<file path="config.mk">
export PLATFORM = sky130hd
export DESIGN_NAME = sha_job_scheduler
export DESIGN_NICKNAME = d
export VERILOG_FILES = /design/src/rtl/sha_sched_pkg.sv /design/src/rtl/sha_job_scheduler_rr_arbiter.sv /design/src/rtl/sha_job_scheduler.sv
export SDC_FILE = /design/constraint.sdc
export NUM_CORES = 1
export LEC_CHECK = 0
export BUFFER_PORTS_ARGS = -buffer_cell sky130_fd_sc_hd__buf_2
export CORE_AREA = 2 2 192 194
export DETAILED_ROUTE_END_ITERATION = 6
export DIE_AREA = 0 0 194 196
export PLACE_DENSITY = 0.71
export SLEW_MARGIN = 0
export SYNTH_ARGS = -nofsm -noshare
export SYNTH_HDL_FRONTEND = slang
export SYNTH_HIERARCHICAL = 1
export SYNTH_SLANG_ARGS = --single-unit
</file>
<file path="constraint.sdc">
create_clock -name clk -period 4.13 [get_ports clk]
set_clock_uncertainty 0.15 [all_clocks]
set_input_delay 0.826 -clock clk [delete_from_list [all_inputs] [get_ports clk]]
set_output_delay 0.826 -clock clk [all_outputs]
set_load 0.05 [all_outputs]
</file>
<file path="src/rtl/sha_sched_pkg.sv">
// Shared types and constants for the SHA-256 job scheduler and its hash cores.
package sha_sched_pkg;

    localparam int MAX_ID_W = 8;

    typedef struct packed {
        logic [15:0]         msg_addr;
        logic [15:0]         out_addr;
        logic [MAX_ID_W-1:0] id;
    } job_t;

    typedef enum logic [1:0] {
        CORE_IDLE,
        CORE_START,
        CORE_BUSY,
        CORE_DONEPEND
    } core_state_t;

    // H0..H7, word 0 in the most significant position.
    localparam logic [255:0] SHA256_H_INIT = {
        32'h6a09e667, 32'hbb67ae85, 32'h3c6ef372, 32'ha54ff53a,
        32'h510e527f, 32'h9b05688c, 32'h1f83d9ab, 32'h5be0cd19
    };

    function automatic logic [31:0] sha256_iv_word(input int unsigned idx);
        return SHA256_H_INIT[255 - 32*idx -: 32];
    endfunction

endpackage

</file>
<file path="src/rtl/sha_job_scheduler_rr_arbiter.sv">
// Round-robin arbiter with a registered one-hot grant held while the owner keeps requesting.
module rr_arbiter #(
    parameter int NUM_CORES = 4
) (
    input  logic                 clk,
    input  logic                 reset_n,
    input  logic [NUM_CORES-1:0] req,
    input  logic                 release_gnt,
    output logic [NUM_CORES-1:0] gnt
);
    localparam int IDX_W = (NUM_CORES > 1) ? $clog2(NUM_CORES) : 1;

    logic [IDX_W-1:0]     last_idx;
    logic [IDX_W-1:0]     idx_next;
    logic [NUM_CORES-1:0] gnt_next;
    logic                 found;
    logic                 port_free;

    assign port_free = (gnt == '0) || release_gnt;

    // Search begins one past the last granted core so every requester gets a turn.
    always_comb begin
        gnt_next = '0;
        idx_next = last_idx;
        found    = 1'b0;
        for (int k = 1; k <= NUM_CORES; k++) begin
            if (!found && req[(int'(last_idx) + k) % NUM_CORES]) begin
                found    = 1'b1;
                idx_next = IDX_W'((int'(last_idx) + k) % NUM_CORES);
                gnt_next[(int'(last_idx) + k) % NUM_CORES] = 1'b1;
            end
        end
    end

    always_ff @(posedge clk or negedge reset_n) begin
        if (!reset_n) begin
            gnt      <= '0;
            last_idx <= IDX_W'(NUM_CORES - 1);
        end else if (port_free) begin
            gnt <= gnt_next;
            if (found) last_idx <= idx_next;
        end
    end

endmodule

</file>
<file path="src/rtl/sha_job_scheduler.sv">
// Job queue, per-core dispatch/completion state machines and shared memory-port
// mux sitting between the top-level memory and an array of SHA-256 hash cores.
module sha_job_scheduler
    import sha_sched_pkg::*;
#(
    parameter int NUM_CORES  = 4,
    parameter int FIFO_DEPTH = 4,
    parameter int ID_W       = 4
) (
    input  logic                    clk,
    input  logic                    reset_n,
    input  logic                    job_valid,
    output logic                    job_ready,
    input  logic [15:0]             job_msg_addr,
    input  logic [15:0]             job_out_addr,
    input  logic [ID_W-1:0]         job_id,
    output logic                    cmp_valid,
    input  logic                    cmp_ready,
    output logic [ID_W-1:0]         cmp_id,
    output logic [NUM_CORES-1:0]    core_start,
    output logic [NUM_CORES*16-1:0] core_msg_addr,
    output logic [NUM_CORES*16-1:0] core_out_addr,
    input  logic [NUM_CORES-1:0]    core_done,
    input  logic [NUM_CORES-1:0]    core_mem_req,
    output logic [NUM_CORES-1:0]    core_mem_gnt,
    input  logic [NUM_CORES-1:0]    core_mem_we,
    input  logic [NUM_CORES*16-1:0] core_mem_addr,
    input  logic [NUM_CORES*32-1:0] core_mem_wdata,
    output logic [31:0]             core_mem_rdata,
    output logic                    mem_clk,
    output logic                    mem_we,
    output logic [15:0]             mem_addr,
    output logic [31:0]             mem_write_data,
    input  logic [31:0]             mem_read_data
);
    localparam int PTR_W = $clog2(FIFO_DEPTH);

    function automatic logic [NUM_CORES-1:0] lowest_one(input logic [NUM_CORES-1:0] v);
        return v & (~v + NUM_CORES'(1));
    endfunction

    job_t                 fifo_mem [FIFO_DEPTH];
    logic [PTR_W:0]       wr_ptr, rd_ptr;
    logic                 fifo_empty, fifo_full, push, pop;
    job_t                 head;

    core_state_t          core_state    [NUM_CORES];
    core_state_t          core_state_nx [NUM_CORES];
    job_t                 core_job      [NUM_CORES];
    logic [NUM_CORES-1:0] idle_vec, pend_vec, disp_oh, cmp_sel;
    logic                 cmp_pop;
    logic [MAX_ID_W-1:0]  cmp_id_full;
    logic                 unused_id_bits;
    logic                 mem_release;

    // Extra pointer bit distinguishes full from empty when the indices match.
    assign fifo_empty = (wr_ptr == rd_ptr);
    assign fifo_full  = (wr_ptr[PTR_W] != rd_ptr[PTR_W]) &&
                        (wr_ptr[PTR_W-1:0] == rd_ptr[PTR_W-1:0]);
    assign job_ready  = !fifo_full;
    assign push       = job_valid && job_ready;
    assign head       = fifo_mem[rd_ptr[PTR_W-1:0]];

    always_ff @(posedge clk) begin
        if (push)
            fifo_mem[wr_ptr[PTR_W-1:0]] <= '{msg_addr: job_msg_addr,
                                             out_addr: job_out_addr,
                                             id:       MAX_ID_W'(job_id)};
    end

    always_ff @(posedge clk or negedge reset_n) begin
        if (!reset_n) begin
            wr_ptr <= '0;
            rd_ptr <= '0;
        end else begin
            if (push) wr_ptr <= wr_ptr + (PTR_W+1)'(1);
            if (pop)  rd_ptr <= rd_ptr + (PTR_W+1)'(1);
        end
    end

    always_comb begin
        idle_vec   = '0;
        pend_vec   = '0;
        core_start = '0;
        for (int i = 0; i < NUM_CORES; i++) begin
            idle_vec[i]   = (core_state[i] == CORE_IDLE);
            pend_vec[i]   = (core_state[i] == CORE_DONEPEND);
            core_start[i] = (core_state[i] == CORE_START);
        end
    end

    // Lowest-index idle core takes the head; lowest-index finished core reports first.
    assign disp_oh   = fifo_empty ? '0 : lowest_one(idle_vec);
    assign pop       = |disp_oh;
    assign cmp_sel   = lowest_one(pend_vec);
    assign cmp_valid = |pend_vec;
    assign cmp_pop   = cmp_valid && cmp_ready;

    always_comb begin
        for (int i = 0; i < NUM_CORES; i++) begin
            core_state_nx[i] = core_state[i];
            case (core_state[i])
                CORE_IDLE:     if (disp_oh[i]) core_state_nx[i] = CORE_START;
                CORE_START:    core_state_nx[i] = CORE_BUSY;
                CORE_BUSY:     if (core_done[i]) core_state_nx[i] = CORE_DONEPEND;
                CORE_DONEPEND: if (cmp_pop && cmp_sel[i]) core_state_nx[i] = CORE_IDLE;
                default:       core_state_nx[i] = CORE_IDLE;
            endcase
        end
    end

    always_ff @(posedge clk or negedge reset_n) begin
        if (!reset_n) begin
            for (int i = 0; i < NUM_CORES; i++) begin
                core_state[i] <= CORE_IDLE;
                core_job[i]   <= '0;
            end
        end else begin
            for (int i = 0; i < NUM_CORES; i++) begin
                core_state[i] <= core_state_nx[i];
                if (disp_oh[i]) core_job[i] <= head;
            end
        end
    end

    always_comb begin
        core_msg_addr = '0;
        core_out_addr = '0;
        cmp_id_full   = '0;
        for (int i = 0; i < NUM_CORES; i++) begin
            core_msg_addr[i*16 +: 16] = core_job[i].msg_addr;
            core_out_addr[i*16 +: 16] = core_job[i].out_addr;
            if (cmp_sel[i]) cmp_id_full = core_job[i].id;
        end
    end

    assign cmp_id         = cmp_id_full[ID_W-1:0];
    assign unused_id_bits = ^cmp_id_full;

    // Shared memory port: a core releases the port by dropping its request.
    assign mem_release = |(core_mem_gnt & ~core_mem_req);

    rr_arbiter #(
        .NUM_CORES (NUM_CORES)
    ) u_arb (
        .clk         (clk),
        .reset_n     (reset_n),
        .req         (core_mem_req),
        .release_gnt (mem_release),
        .gnt         (core_mem_gnt)
    );

    always_comb begin
        mem_we         = 1'b0;
        mem_addr       = '0;
        mem_write_data = '0;
        for (int i = 0; i < NUM_CORES; i++) begin
            mem_we         = mem_we | (core_mem_gnt[i] & core_mem_we[i]);
            mem_addr       = mem_addr | ({16{core_mem_gnt[i]}} & core_mem_addr[i*16 +: 16]);
            mem_write_data = mem_write_data | ({32{core_mem_gnt[i]}} & core_mem_wdata[i*32 +: 32]);
        end
    end

    assign core_mem_rdata = mem_read_data;
    assign mem_clk        = clk;

endmodule

</file>
Yosys cells after proc, flatten, opt, wreduce, memory -nomap -nowiden
Memory sizes are Yosys's and may differ from the RTL's.
Cells that the tools add are included.
{ "totals": {"inputBits": 276, "elab_cells": 190, "register_bits": 164, "mem_bits_rw": 144, "memories": 1} }
{ "op_classes": {"n_eq_ne": 27, "n_addsub": 8, "n_bitwise": 34, "mux": 55, "n_reduce_logical": 37, "n_lt_le_gt_ge": 8} }
{ "memory_table": {"columns": ["memory", "words", "width", "rd", "rd_clocked_by_memory_dff", "write_ports", "line_no", "source"], "rows": [
  ["fifo_mem", 4, 36, 1, 0, 1, "sha_job_scheduler.sv:42", "job_t fifo_mem [FIFO_DEPTH];"]
]} }
{ "ops": {"columns": ["cell", "n"], "rows": [
  ["$and A32 B32 Y32", 4],
  ["$or A32 B32 Y32", 3],
  ["$and A16 B16 Y16", 4],
  ["$or A16 B16 Y16", 3],
  ["$mux W4", 9],
  ["$mux W2", 16],
  ["$pmux W2 S4", 4],
  ["$mux W1", 18],
  ["$eq A2 B2 Y1 const B", 8],
  ["$lt A3 B4 Y1 const B", 4],
  ["$ne A2 B1 Y1 const B", 8],
  ["$reduce_and A3 Y1", 5],
  ["$logic_and A1 B1 Y1", 14],
  ["$and A4 B4 Y4", 3],
  ["$ge A3 B1 Y1 const B", 4],
  ["$not A4 Y4", 3],
  ["$or A4 B4 Y4", 3],
  ["$reduce_or A4 Y1", 3],
  ["$add A4 B1 Y4 const B", 2],
  ["$bmux W1 S2", 4],
  ["$demux W1 S2", 4],
  ["$eq A2 B1 Y1 const B", 4],
  ["$logic_not A2 Y1", 4],
  ["$ne A2 B2 Y1 const B", 4],
  ["other kinds (14)", 31]
]} }

Depth between registers and ports, before layout
{ "depth": {"word_depth": 17, "mapped_depth": 8, "ltp_nobuf": 7} }

Cells and area by module
The synthesis kept the hierarchy.
{ "modules_own_cells": {"columns": ["module", "instances", "area_per_inst_um2", "seq_area_each_um2", "cells_per_inst"], "rows": [
  ["sha_job_scheduler", 1, 14385.0, 8277.9, 947],
  ["rr_arbiter", 1, 635.6, 152.6, 61]
]} }

==> run_results.csv <==
group,metric,value,unit
timing,hold_viol,0,
detailed_routing,post_drt_wl_per_cell,24.76,microns
flow_run,maxCapViolCount,0,
timing,rsz0062_at_grt,"no",
timing,hold_ws,0.1517,ns
finish,final_common_cell,"buf_2",
setup_path,cp_slowest_cell,"dfrtp_2",
timing,fin_setup_tns,0,ns
logic_synthesis,synth-edff-count,144,
logic_synthesis,synthesis.nets,1313,
logic_synthesis,synth.avg_cell_area,14.90,sq um
grt,grt_usage,22.52,%
detailed_routing,routed_wl,44080,microns
grt,grt_max_degree,103,
floorplanning,ioPinCount,500,
timing,fin_crit,3.637,ns
setup_path,critPathArrivalTime,2.66,ns
placed_design,port_buffers,435,
setup_path,worstPathCellList,"a22oi_1 -> nand2_1 -> buf_2",
timing,finalCritPeriodShare,88.07,%
logic_synthesis,async_flop_share,53.25,%
setup_path,crit_type,"reg -> out",
setup_path,cp_slowest_stage_delay,1.04,ns
floorplanning,dieArea,38020,sq um
finish,drive_gt1_share,54.13,%
detailed_routing,vias,9394,
logic_synthesis,synth.distinct_cells,53,
finish,multi_input_area,4922,sq um
grt,grt_pass1_vias,9546,
setup_path,crit_fanout,53,
setup_path,cp.required,3.15,ns
logic_synthesis,synthDominantCellAreaShare,28.79,%
status,outcome,"finished, final reports clean",
clocking,cts-hold-fix-buffers,0,
detailed_routing,ant_nets,0,
clocking,tritoncts,"yes",
placed_design,hpwl,32570,microns
timing,setup_violations,0,
timing,worst_slew_pin_slew,1.122,ns
floorplanning,start_util,41.63,%
clocking,clk_latency,0.62,ns
detailed_routing,drt_iter0_markers,778,
logic_synthesis,synthCells,1008,
setup_path,start_kind,"register",
worst_hold_path,hold_class,"in -> async",
finish,syn_to_final_growth,16.49,%
finish,instances_no_fill,1780,
logic_synthesis,yosysWarnings,6,
timing,drv_slew,0,
detailed_routing,firstDrtPassIters,5,
finish,register_area,8441,sq um
floorplanning,die_h,196,microns
clocking,clk_pin_slew,0.06,ns
floorplanning,rows,70,
finish,final_nets,1588,
setup_path,end_kind,"output port",
logic_synthesis,synthTopCellsByArea,"edfxtp_1, dfrtp_1, mux2_4",
grt,grt_pass1_wl,63660,microns
detailed_routing,vias_per_cell,5.278,
finish,final_util,48.49,%
finish,final_cell_mix,"buf_2, dfrtp_1, edfxtp_1, a22oi_1, mux2_4",
logic_synthesis,synth-seq-cells,308,
timing,max_freq,0.2749,GHz
placed_design,place.gp.congestion,0.9258,
floorplanning,coreArea,36080,sq um
floorplanning,die_x,194,microns
clocking,post_cts_buffers,0,
grt,gr-total-overflow,0,
grt,antenna_found_initial,5,
logic_synthesis,synth-main-ff-cell,"dfrtp_1",
timing,max-slew-margin-rel,25.22,%
finish,nFillCells,3126,
placed_design,place_inst,1712,
logic_synthesis,synth_area_leader_cell,"edfxtp_1",
clocking,cts_resized,0,
detailed_routing,drc,0,
logic_synthesis,ys_seq_area_share,56.13,%
logic_synthesis,synth.cell_area,15020,sq um
==> final timing paths <==
path                              startpoint           endpoint  slack, ns  depth (start not counted)
setup / recovery                u_arb/gnt[2]  mem_write_data[5]       0.49                          3
hold / removal                       reset_n  core_out_addr[32]       0.15                          1
setup reg to reg           u_arb/last_idx[0]       u_arb/gnt[1]       1.30                          7
hold reg to reg            core_out_addr[32]  core_out_addr[32]       0.35                          1
max in group asynchronous            reset_n  core_msg_addr[47]       2.80                          2
min in group clk            job_msg_addr[14]    fifo_mem[3][34]       0.26                          1
==> stage by stage <==
stage | instance area [sq um] | worst slack, ns
final | 17500 | 0.4925
after global routing | 17500 | 0.3738
after CTS | 17490 | 0.4984
after detailed placement | 16340 | 0.9008
after global placement | 16340 | 0.9008
after floorplan | 15020 | 0.9219
==> registers in the layout, summed over array words and instances (netlist names) <==
register,flops
core_msg_addr,64
wr_ptr,3
core_out_addr,64
u_arb/gnt,4
u_arb/last_idx,2
fifo_mem,144
core_job,16
core_state,8
rd_ptr,3
==> cells in the mapped netlist, types with 2 or more instances <==
master    instances
inv_1            23
a22oi_1         103
xor2_1            5
buf_2             7
dfrtp_1         162
o31ai_1           4
nor2_1           12
a221o_1           4
a21oi_1           2
nand2_1          56
mux2_4           90
ha_1             29
mux2_2           61
mux4_2           38
xnor2_1           4
o21ai_0           3
clkbuf_1         27
buf_12            9
edfxtp_1        144
buf_6             4
dfstp_2           2
and2_1            5
nand2b_1          2
or3b_1            2
o32a_1            3
nand3b_1          3
a222oi_1          5
nor2b_1           2
a31oi_1           4
and3_1            2
a221oi_1          3
buf_1             3
nor3_1            4
buf_4           162
==> routing by layer <==
metal	vias up	global-route usage, %	share of wire, %
li1	4139	-	-
met1	4757	28.93	40
met3	55	7.530	9.3
met2	437	36.77	48
met5	-	1.788	0.28
met4	6	5.443	1.9
==> logic make-up (layout without fill, tap and decap cells) <==
logic type | count (synthesis) | after routing | synth area share, %
simple gates | 96 | 96 | 3.032
mux | 191 | 191 | 19.51
fa+ha+maj | 29 | 29 | 2.416
xor+xnor | 9 | 9 | 0.5247
buf+inv | 235 | 535 | 11.15
compound gates | 140 | 140 | 7.239
flops | 308 | 308 | 56.13
other cells | 0 | 4 | 0
==> area by class of cell <==
class	instances	area share [%]
Multi-Input combinational cell	465	28.13
Clock inverter	15	0.8295
Sequential cell	308	48.24
Inverter	23	0.4934
Antenna cell	4	0.05720
Clock buffer	50	5.756
Tap cell	468	3.346
Timing Repair Buffer	447	13.15
==> critical path, delay by kind of cell (launching register included) <==
family	cells	cell delay [ns]
simple gates	1	0.36
compound gates	1	0.23
buf+inv	1	0.34
flops	1	1.04
Power is left out: the tool's default activity adds up to more than one toggle a clock period on the data nets, which glitch-free logic cannot reach.
